<file path="src/rtl/fft_pkg.sv">
// Definitions shared by the SDF FFT stages: index width, the rounding shift
// used by scaled butterflies, and a generic complex sample container.
package fft_pkg;

  localparam int FFT_MAX_W = 32;
  localparam int FFT_RS_W  = FFT_MAX_W + 2;

  typedef struct packed {
    logic signed [FFT_MAX_W-1:0] re;
    logic signed [FFT_MAX_W-1:0] im;
  } cplx_t;

  // Bits needed to count positions 0..2*depth-1 inside a butterfly span.
  function automatic int idx_width(input int depth);
    return $clog2(depth) + 1;
  endfunction

  // Halve with round-half-up; the caller truncates to its output width.
  function automatic logic signed [FFT_RS_W-1:0] round_shift(input logic signed [FFT_RS_W-1:0] x);
    return (x + 34'sd1) >>> 1;
  endfunction

endpackage

</file>
<file path="src/rtl/sdf_fb_delay.sv">
// Feedback delay line for an SDF stage: DEPTH entries that shift only when
// enabled, so the output is the word written DEPTH enables earlier.
module sdf_fb_delay #(
  parameter int DEPTH = 32,
  parameter int DW    = 32
) (
  input  logic          clk,
  input  logic          en_i,
  input  logic [DW-1:0] din_i,
  output logic [DW-1:0] dout_o
);

  logic [DW-1:0] mem_q [DEPTH];

  // Contents are deliberately left unreset; stale words are never emitted.
  always_ff @(posedge clk) begin
    if (en_i) begin
      mem_q[0] <= din_i;
      for (int i = 1; i < DEPTH; i++) begin
        mem_q[i] <= mem_q[i-1];
      end
    end
  end

  assign dout_o = mem_q[DEPTH-1];

endmodule

</file>
<file path="src/rtl/sdf_r2_stage.sv">
// Radix-2 single-path delay-feedback FFT stage: butterfly, feedback delay,
// optional 1-bit scaling, valid-gated advance and end-of-stream drain.
module sdf_r2_stage
  import fft_pkg::*;
#(
  parameter  int DEPTH  = 32,
  parameter  int WIDTH  = 16,
  parameter  int SCALE  = 1,
  localparam int OWIDTH = (SCALE != 0) ? WIDTH : WIDTH + 1,
  localparam int IW     = idx_width(DEPTH)
) (
  input  logic              clk,
  input  logic              rst_n,
  input  logic              in_valid,
  input  logic [WIDTH-1:0]  in_re,
  input  logic [WIDTH-1:0]  in_im,
  input  logic              drain,
  output logic              out_valid,
  output logic [OWIDTH-1:0] out_re,
  output logic [OWIDTH-1:0] out_im,
  output logic [IW-1:0]     out_idx
);

  localparam int SW = WIDTH + 2;
  localparam logic [IW-1:0] CNT_LAST = IW'(2*DEPTH-1);
  localparam logic [IW-1:0] CNT_MID  = IW'(DEPTH-1);

  logic [IW-1:0]            cnt_q, cnt_d;
  logic                     pending_q, pending_d;
  logic                     out_valid_q, out_valid_d;
  logic signed [OWIDTH-1:0] out_re_q, out_re_d;
  logic signed [OWIDTH-1:0] out_im_q, out_im_d;
  logic [IW-1:0]            out_idx_q, out_idx_d;

  logic                     adv_s, half_s;
  logic signed [WIDTH-1:0]  b_re_s, b_im_s;
  logic signed [OWIDTH-1:0] a_re_s, a_im_s;
  logic signed [SW-1:0]     sum_re_s, sum_im_s, dif_re_s, dif_im_s;
  logic [2*OWIDTH-1:0]      dly_in_s, dly_out_s;

  // Butterfly output mapping: rounded halving when scaled, else full growth.
  function automatic logic signed [OWIDTH-1:0] fscale(input logic signed [SW-1:0] x);
    logic signed [FFT_RS_W-1:0] r;
    logic signed [OWIDTH-1:0]   y;
    if (SCALE != 0) begin
      r = round_shift(FFT_RS_W'(x));
      y = OWIDTH'(r);
    end else begin
      r = FFT_RS_W'(x);
      y = OWIDTH'(x);
    end
    return y;
  endfunction

  sdf_fb_delay #(
    .DEPTH (DEPTH),
    .DW    (2*OWIDTH)
  ) u_delay (
    .clk    (clk),
    .en_i   (adv_s),
    .din_i  (dly_in_s),
    .dout_o (dly_out_s)
  );

  // Operand selection and butterfly sums at WIDTH+2 bits.
  always_comb begin
    adv_s    = in_valid | (drain & pending_q);
    half_s   = cnt_q[IW-1];
    if (in_valid) begin
      b_re_s = in_re;
      b_im_s = in_im;
    end else begin
      b_re_s = {WIDTH{1'b0}};
      b_im_s = {WIDTH{1'b0}};
    end
    {a_re_s, a_im_s} = dly_out_s;
    sum_re_s = SW'(a_re_s) + SW'(b_re_s);
    sum_im_s = SW'(a_im_s) + SW'(b_im_s);
    dif_re_s = SW'(a_re_s) - SW'(b_re_s);
    dif_im_s = SW'(a_im_s) - SW'(b_im_s);
  end

  // Next-state for counter, pending flag, delay input and output registers.
  always_comb begin
    cnt_d       = cnt_q;
    pending_d   = pending_q;
    out_valid_d = 1'b0;
    out_re_d    = out_re_q;
    out_im_d    = out_im_q;
    out_idx_d   = out_idx_q;
    dly_in_s    = {OWIDTH'(b_re_s), OWIDTH'(b_im_s)};
    if (adv_s) begin
      cnt_d     = (cnt_q == CNT_LAST) ? {IW{1'b0}} : cnt_q + IW'(1);
      out_idx_d = cnt_q;
      if (half_s) begin
        out_valid_d = 1'b1;
        out_re_d    = fscale(sum_re_s);
        out_im_d    = fscale(sum_im_s);
        dly_in_s    = {fscale(dif_re_s), fscale(dif_im_s)};
      end else begin
        out_valid_d = pending_q;
        out_re_d    = a_re_s;
        out_im_d    = a_im_s;
      end
      // A drain advance closing the first half means no second half follows.
      if (cnt_q == CNT_LAST) begin
        pending_d = 1'b1;
      end else if ((cnt_q == CNT_MID) && !in_valid) begin
        pending_d = 1'b0;
      end else begin
        pending_d = pending_q;
      end
    end else begin
      cnt_d = cnt_q;
    end
  end

  // State and output registers.
  always_ff @(posedge clk or negedge rst_n) begin
    if (!rst_n) begin
      cnt_q       <= {IW{1'b0}};
      pending_q   <= 1'b0;
      out_valid_q <= 1'b0;
      out_re_q    <= {OWIDTH{1'b0}};
      out_im_q    <= {OWIDTH{1'b0}};
      out_idx_q   <= {IW{1'b0}};
    end else begin
      cnt_q       <= cnt_d;
      pending_q   <= pending_d;
      out_valid_q <= out_valid_d;
      out_re_q    <= out_re_d;
      out_im_q    <= out_im_d;
      out_idx_q   <= out_idx_d;
    end
  end

  assign out_valid = out_valid_q;
  assign out_re    = out_re_q;
  assign out_im    = out_im_q;
  assign out_idx   = out_idx_q;

endmodule

</file>
<file path="config.mk">
export PLATFORM = sky130hd
export DESIGN_NAME = sdf_r2_stage
export DESIGN_NICKNAME = d
export VERILOG_FILES = /design/src/rtl/fft_pkg.sv /design/src/rtl/sdf_fb_delay.sv /design/src/rtl/sdf_r2_stage.sv
export SDC_FILE = /design/constraint.sdc
export NUM_CORES = 1
export LEC_CHECK = 0
export ABC_AREA = 1
export BUFFER_PORTS_ARGS = -buffer_cell sky130_fd_sc_hd__clkbuf_2
export CORE_MARGIN = 4
export CORE_UTILIZATION = 45
export CTS_CLUSTER_SIZE = 10
export DETAILED_ROUTE_END_ITERATION = 12
export GPL_ROUTABILITY_DRIVEN = 0
export PLACE_DENSITY_LB_ADDON = 0.2
export REMOVE_ABC_BUFFERS = 1
export SYNTH_ARGS = -nofsm -noshare
export SYNTH_HDL_FRONTEND = slang
export SYNTH_SLANG_ARGS = --single-unit
</file>
<file path="constraint.sdc">
create_clock -name clk -period 37.3 [get_ports clk]
set_input_delay 0 -clock clk [delete_from_list [all_inputs] [get_ports clk]]
set_output_delay 0 -clock clk [all_outputs]
set_load 0.05 [all_outputs]
</file>
; ---- After elaboration in Yosys (flattened, before gate mapping)
; Memory sizes are Yosys's and may differ from the RTL's.
; Cells that the tools add are included.
[word_totals]
reg_bits = 46
ram_bits = 1024
input_bits = 36
out_inout_bits = 39
wordCells = 37
mem_count = 1
[op_classes]
n_addsub = 9
eq_ne = 2
mux = 13
bitwise_logic = 2
reduce_logical = 4
[memory_table]
columns = memory, words, word_bits, read_ports, rd_clocked_by_memory_dff, write_ports, line
row1 = u_delay.mem_q, 32, 32, 32, 0, 32, sdf_fb_delay.sv:13  ; logic [DW-1:0] mem_q [DEPTH];
[op_table]
columns = cell, n
row1 = 17-bit by 2-bit adder with 17-bit output (second input constant), 4
row2 = 16-bit 2-to-1 mux, 4
row3 = 32-bit 2-to-1 mux, 2
row4 = 16-bit by 16-bit adder with 17-bit output, 2
row5 = 16-bit by 16-bit subtractor with 17-bit output, 2
row6 = 6-bit by 1-bit adder with 6-bit output (second input constant), 1
row7 = 6-bit by 5-bit equality test with 1-bit output (second input constant), 1
row8 = 6-bit equality test (second input constant), 1
row9 = 1-bit 2-to-1 mux, 6
row10 = 6-bit 2-to-1 mux, 1
row11 = 2-bit AND reduction, 1
row12 = 2-bit nonzero test, 1
row13 = 1-bit AND, 1
row14 = 1-bit logical AND, 1
row15 = 1-bit zero test, 1
row16 = 1-bit bitwise OR, 1

; ---- Depth between registers and ports, before layout
[depth]
depth_word = 5
ltp_mapped = 18
ltp_nobuf = 16

; ---- Hierarchy
; From an unflattened synthesis, not the netlist that was laid out.
[unflattened]
hier_cells = 2133
area_unflattened_um2 = 37437.2
[by_module_without_submodules]
columns = module, n_inst, cells_each, area_per_inst_um2, seq_area_each_um2
row1 = sdf_fb_delay, 1, 1056, 30989.7, 30749.5
row2 = sdf_r2_stage, 1, 1077, 6447.4, 1151.1

; ---- Worst setup path after synthesis
; No wires, ideal clock.
[synth_path]
kind = register to register
startpoint = reg pending_q
endpoint = reg cnt_q[1]
arrival_time_ns = 28.966
required_ns = 35.964
path_slack_ns = 6.998
stages_incl_launch_ff = 5
path_buffers = 1
path_cell_list = dfrtp_1 > nand2_1 > nand2_2 > clkbuf_1 > o21ai_0
[synth_via]
elab_chain_len = 2
[synth_rtl]
columns = element, line
row1 = start: declaration, sdf_r2_stage.sv:29  ; logic pending_q, pending_d;
row2 = start signal: assignment, sdf_r2_stage.sv:129  ; pending_q <= pending_d;
row3 = 1-bit AND, sdf_r2_stage.sv:67  ; adv_s = in_valid | (drain & pending_q);
row4 = 1-bit bitwise OR, sdf_r2_stage.sv:67
row5 = net adv_s, sdf_r2_stage.sv:35  ; logic adv_s, half_s;
row6 = end signal: assignment, sdf_r2_stage.sv:121  ; cnt_q <= {IW{1'b0}};
row7 = end signal: assignment, sdf_r2_stage.sv:128  ; cnt_q <= cnt_d;
row8 = end: declaration, sdf_r2_stage.sv:28  ; logic [IW-1:0] cnt_q, cnt_d;
; The timed path passes the listed nets, and every way through them passes these cells.
; A chain may end at the register's enable or synchronous reset.

==> impl_metrics.env <==
export IMPL_synth_avg_cell_area_um2=18.3
export IMPL_dp_cells=3140
export IMPL_vias=16936
export IMPL_ys_seq_area_share_pct=86.4
export IMPL_grt_pass1_vias=16486
export IMPL_core_mm2=0.0809
export IMPL_post_cts_resized=0
export IMPL_synth_edf_count=1024
export IMPL_reg2reg_depth=5
export IMPL_rsz0062_at_grt="false"
export IMPL_skew_ns=0.0355
export IMPL_syn2layout_area_growth_pct=14.6
export IMPL_drv_slew=0
export IMPL_antenna_cells=0
export IMPL_synthTopCellsByCount="edfxtp_1, nand2_1, inv_1"
export IMPL_stdcell_count=3365
export IMPL_max_freq_mhz=243
export IMPL_crit_arrival_ns=4.38
export IMPL_timing_slew_headroom_pct=29.3
export IMPL_dr_pass1_iters=6
export IMPL_maxCapViolCount=0
export IMPL_power_density_mw_per_mm2=80.7
export IMPL_setup_tns_ns=0
export IMPL_cts_buffer_depth=3
export IMPL_fp_dieW_um=294
export IMPL_detail_route_wl_per_cell_um=17.6
export IMPL_cts_buffers=118
export IMPL_path_clk_slew_ns=0.06
export IMPL_cts_tree="built"
export IMPL_via_per_inst=5.03
export IMPL_netlist_instances=2013
export IMPL_yosys_area_top_type="edfxtp_1"
export IMPL_drc=0
export IMPL_drive_gt1_share_pct=11.7
export IMPL_num_rows=104
export IMPL_htreeDepth=3
export IMPL_worst_slew_pin_slew_ns=1.06
export IMPL_grt_usage_pct=13.5
export IMPL_grt_max_degree=113
export IMPL_timing_rr_end="u_delay.mem_q[9][29]"
export IMPL_dieArea_mm2=0.0867
export IMPL_hold_path_class="input port to async pin"
export IMPL_cpMostUsedCell="buf_4"
export IMPL_start_util_pct=45.6
export IMPL_gr_total_overflow=0
export IMPL_start_kind="flop"
export IMPL_finalCritPeriodShare_pct=11.0
export IMPL_portBuffers=74
export IMPL_multiInputGateArea_mm2=0.00444
export IMPL_r2r_start="pending_q"
export IMPL_hold_buffers=34
export IMPL_crit_slowest_cell="buf_4"
export IMPL_antenna_left=0
export IMPL_fp_dieH_um=294
export IMPL_routed_wl_um=59100
export IMPL_max_stage_delay_ns=0.88
export IMPL_ff_latch_area_mm2=0.0319
export IMPL_dr_first_iter_drc_count=1521
export IMPL_synth_yosys_warnings=0
export IMPL_ys_types=45
export IMPL_critPathRequiredTime_ns=37.56
export IMPL_fillers=6411
export IMPL_ioPinCount=75
export IMPL_status="finished clean"
export IMPL_yosys_register_bits=1070
export IMPL_fin_crit_ns=4.12
export IMPL_crit_family="buffers and inverters"
export IMPL_critPathBufInv=3
export IMPL_setup_viol=0
export IMPL_peakVddDrop_mv=0.0456
export IMPL_p_leak_uw=0.0158
export IMPL_cts_root_buf="clkbuf_16"
export IMPL_grt_pass1_wl_um=92300
export IMPL_antenna_found_initial=0
export IMPL_cts_sink_count=1070
export IMPL_timing_hold_violations_final=0
export IMPL_yosysMostFrequentCell="edfxtp_1"
export IMPL_syn_area_mm2=0.0369
export IMPL_regToRegSetupSlack_ns=33.18
export IMPL_crit_chain="nand2_1, nand2_8, buf_4, buf_4, buf_4"
export IMPL_fin_nets=2357
export IMPL_yosysTopAreaCellShare_pct=83.3
export IMPL_ys_flop_type="edfxtp_1"
export IMPL_clock_latency_ns=0.67
export IMPL_end_kind="flop"
export IMPL_dp_hpwl_um=33200
export IMPL_cts_setup_buffers=0
export IMPL_path_depth=5
export IMPL_path_max_fanout=112
export IMPL_timing_worst_setup_path_type="flop to flop"
export IMPL_synth_async_reset_ratio_pct=4.30
export IMPL_netlist_top_cells_area="edfxtp_1, dfrtp_1, ha_1"
==> worst max path at each step <==
| stage | from | slack, ns | to |
|---|---|---|---|
| 2_1_floorplan | pending_q | 16.60 | out_im[1] |
| 3_5_place_dp | in_valid | 32.71 | u_delay.mem_q[3][29] |
| 5_1_grt | pending_q | 32.79 | u_delay.mem_q[10][29] |
| 3_3_place_gp | in_valid | 32.89 | u_delay.mem_q[2][29] |
| 6_report | pending_q | 33.18 | u_delay.mem_q[9][29] |
| 4_1_cts | pending_q | 33.12 | u_delay.mem_q[9][29] |
==> where the power goes <==
group | leakage, µW | internal [µW] | switching (µW)
Combinational | 0.00335 | 123 | 370
Sequential | 0.0108 | 1790 | 123
Clock | 0.00160 | 589 | 422
Total | 0.0158 | 2500 | 915
==> layout by cell type (no fill, tap or decap), types with 45 or more instances in the layout <==
cell type	count
ha_1	85
o21ai_0	76
inv_1	127
clkbuf_16	119
nor2_1	107
clkbuf_1	62
dfrtp_1	45
a21oi_1	82
nand2_1	247
clkbuf_2	74
nand3_1	53
edfxtp_1	1024
==> registers in the layout, indices dropped and copies added, names as in the netlist <==
register,count
out_im,16
cnt_q,6
out_idx,6
pending_q,1
u_delay.mem_q,1024
out_valid,1
out_re,16
==> metrics by stage <==
stage                     hold slack (ns)  utilization [%]  total power (µW)  setup WS [ns]  cell area (µm²)
after floorplan                    -0.296                -              2330          16.60            36800
after global placement              0.182             47.8              2410          32.89            38700
after detailed placement            0.198             47.8              2420          32.71            38700
after CTS                          0.0119             52.3              3460          33.12            42300
after global routing               0.0677             52.3              3600          32.79            42300
final                              0.0278             52.3              3420          33.18            42300
==> logic make-up after synthesis <==
group	synth area share, %
xor+xnor	0.237
compound gates	3.33
buf+inv	1.64
fa+ha+maj	2.99
simple gates	5.42
flops	86.4
==> layer usage <==
metal / global-route usage, % / wire, µm / vias up
li1: - / - / 7877
met1: 21.1 / 29400 / 8446
met2: 18.6 / 24300 / 473
met3: 3.13 / 3640 / 140
met4: 5.04 / 1830 / 0
met5: 0 / 0 / -
==> layout make-up <==
cell class              instances  share of cell area, %
clock buffers                 183                   7.65
clock inverters                 8                  0.233
inverters                     132                   1.17
multi-input cells             787                   10.5
flip-flops and latches       1070                   75.4
well taps                    1060                   3.13
repair buffers                125                   1.98
==> worst reg2reg max path: cells and delay by family, from the launching register on <==
family,cells,cell delay (ns)
flops,1,0.36
simple gates,2,0.73
buf+inv,3,2.59
No activity file was read; power rests on OpenSTA's default activity.
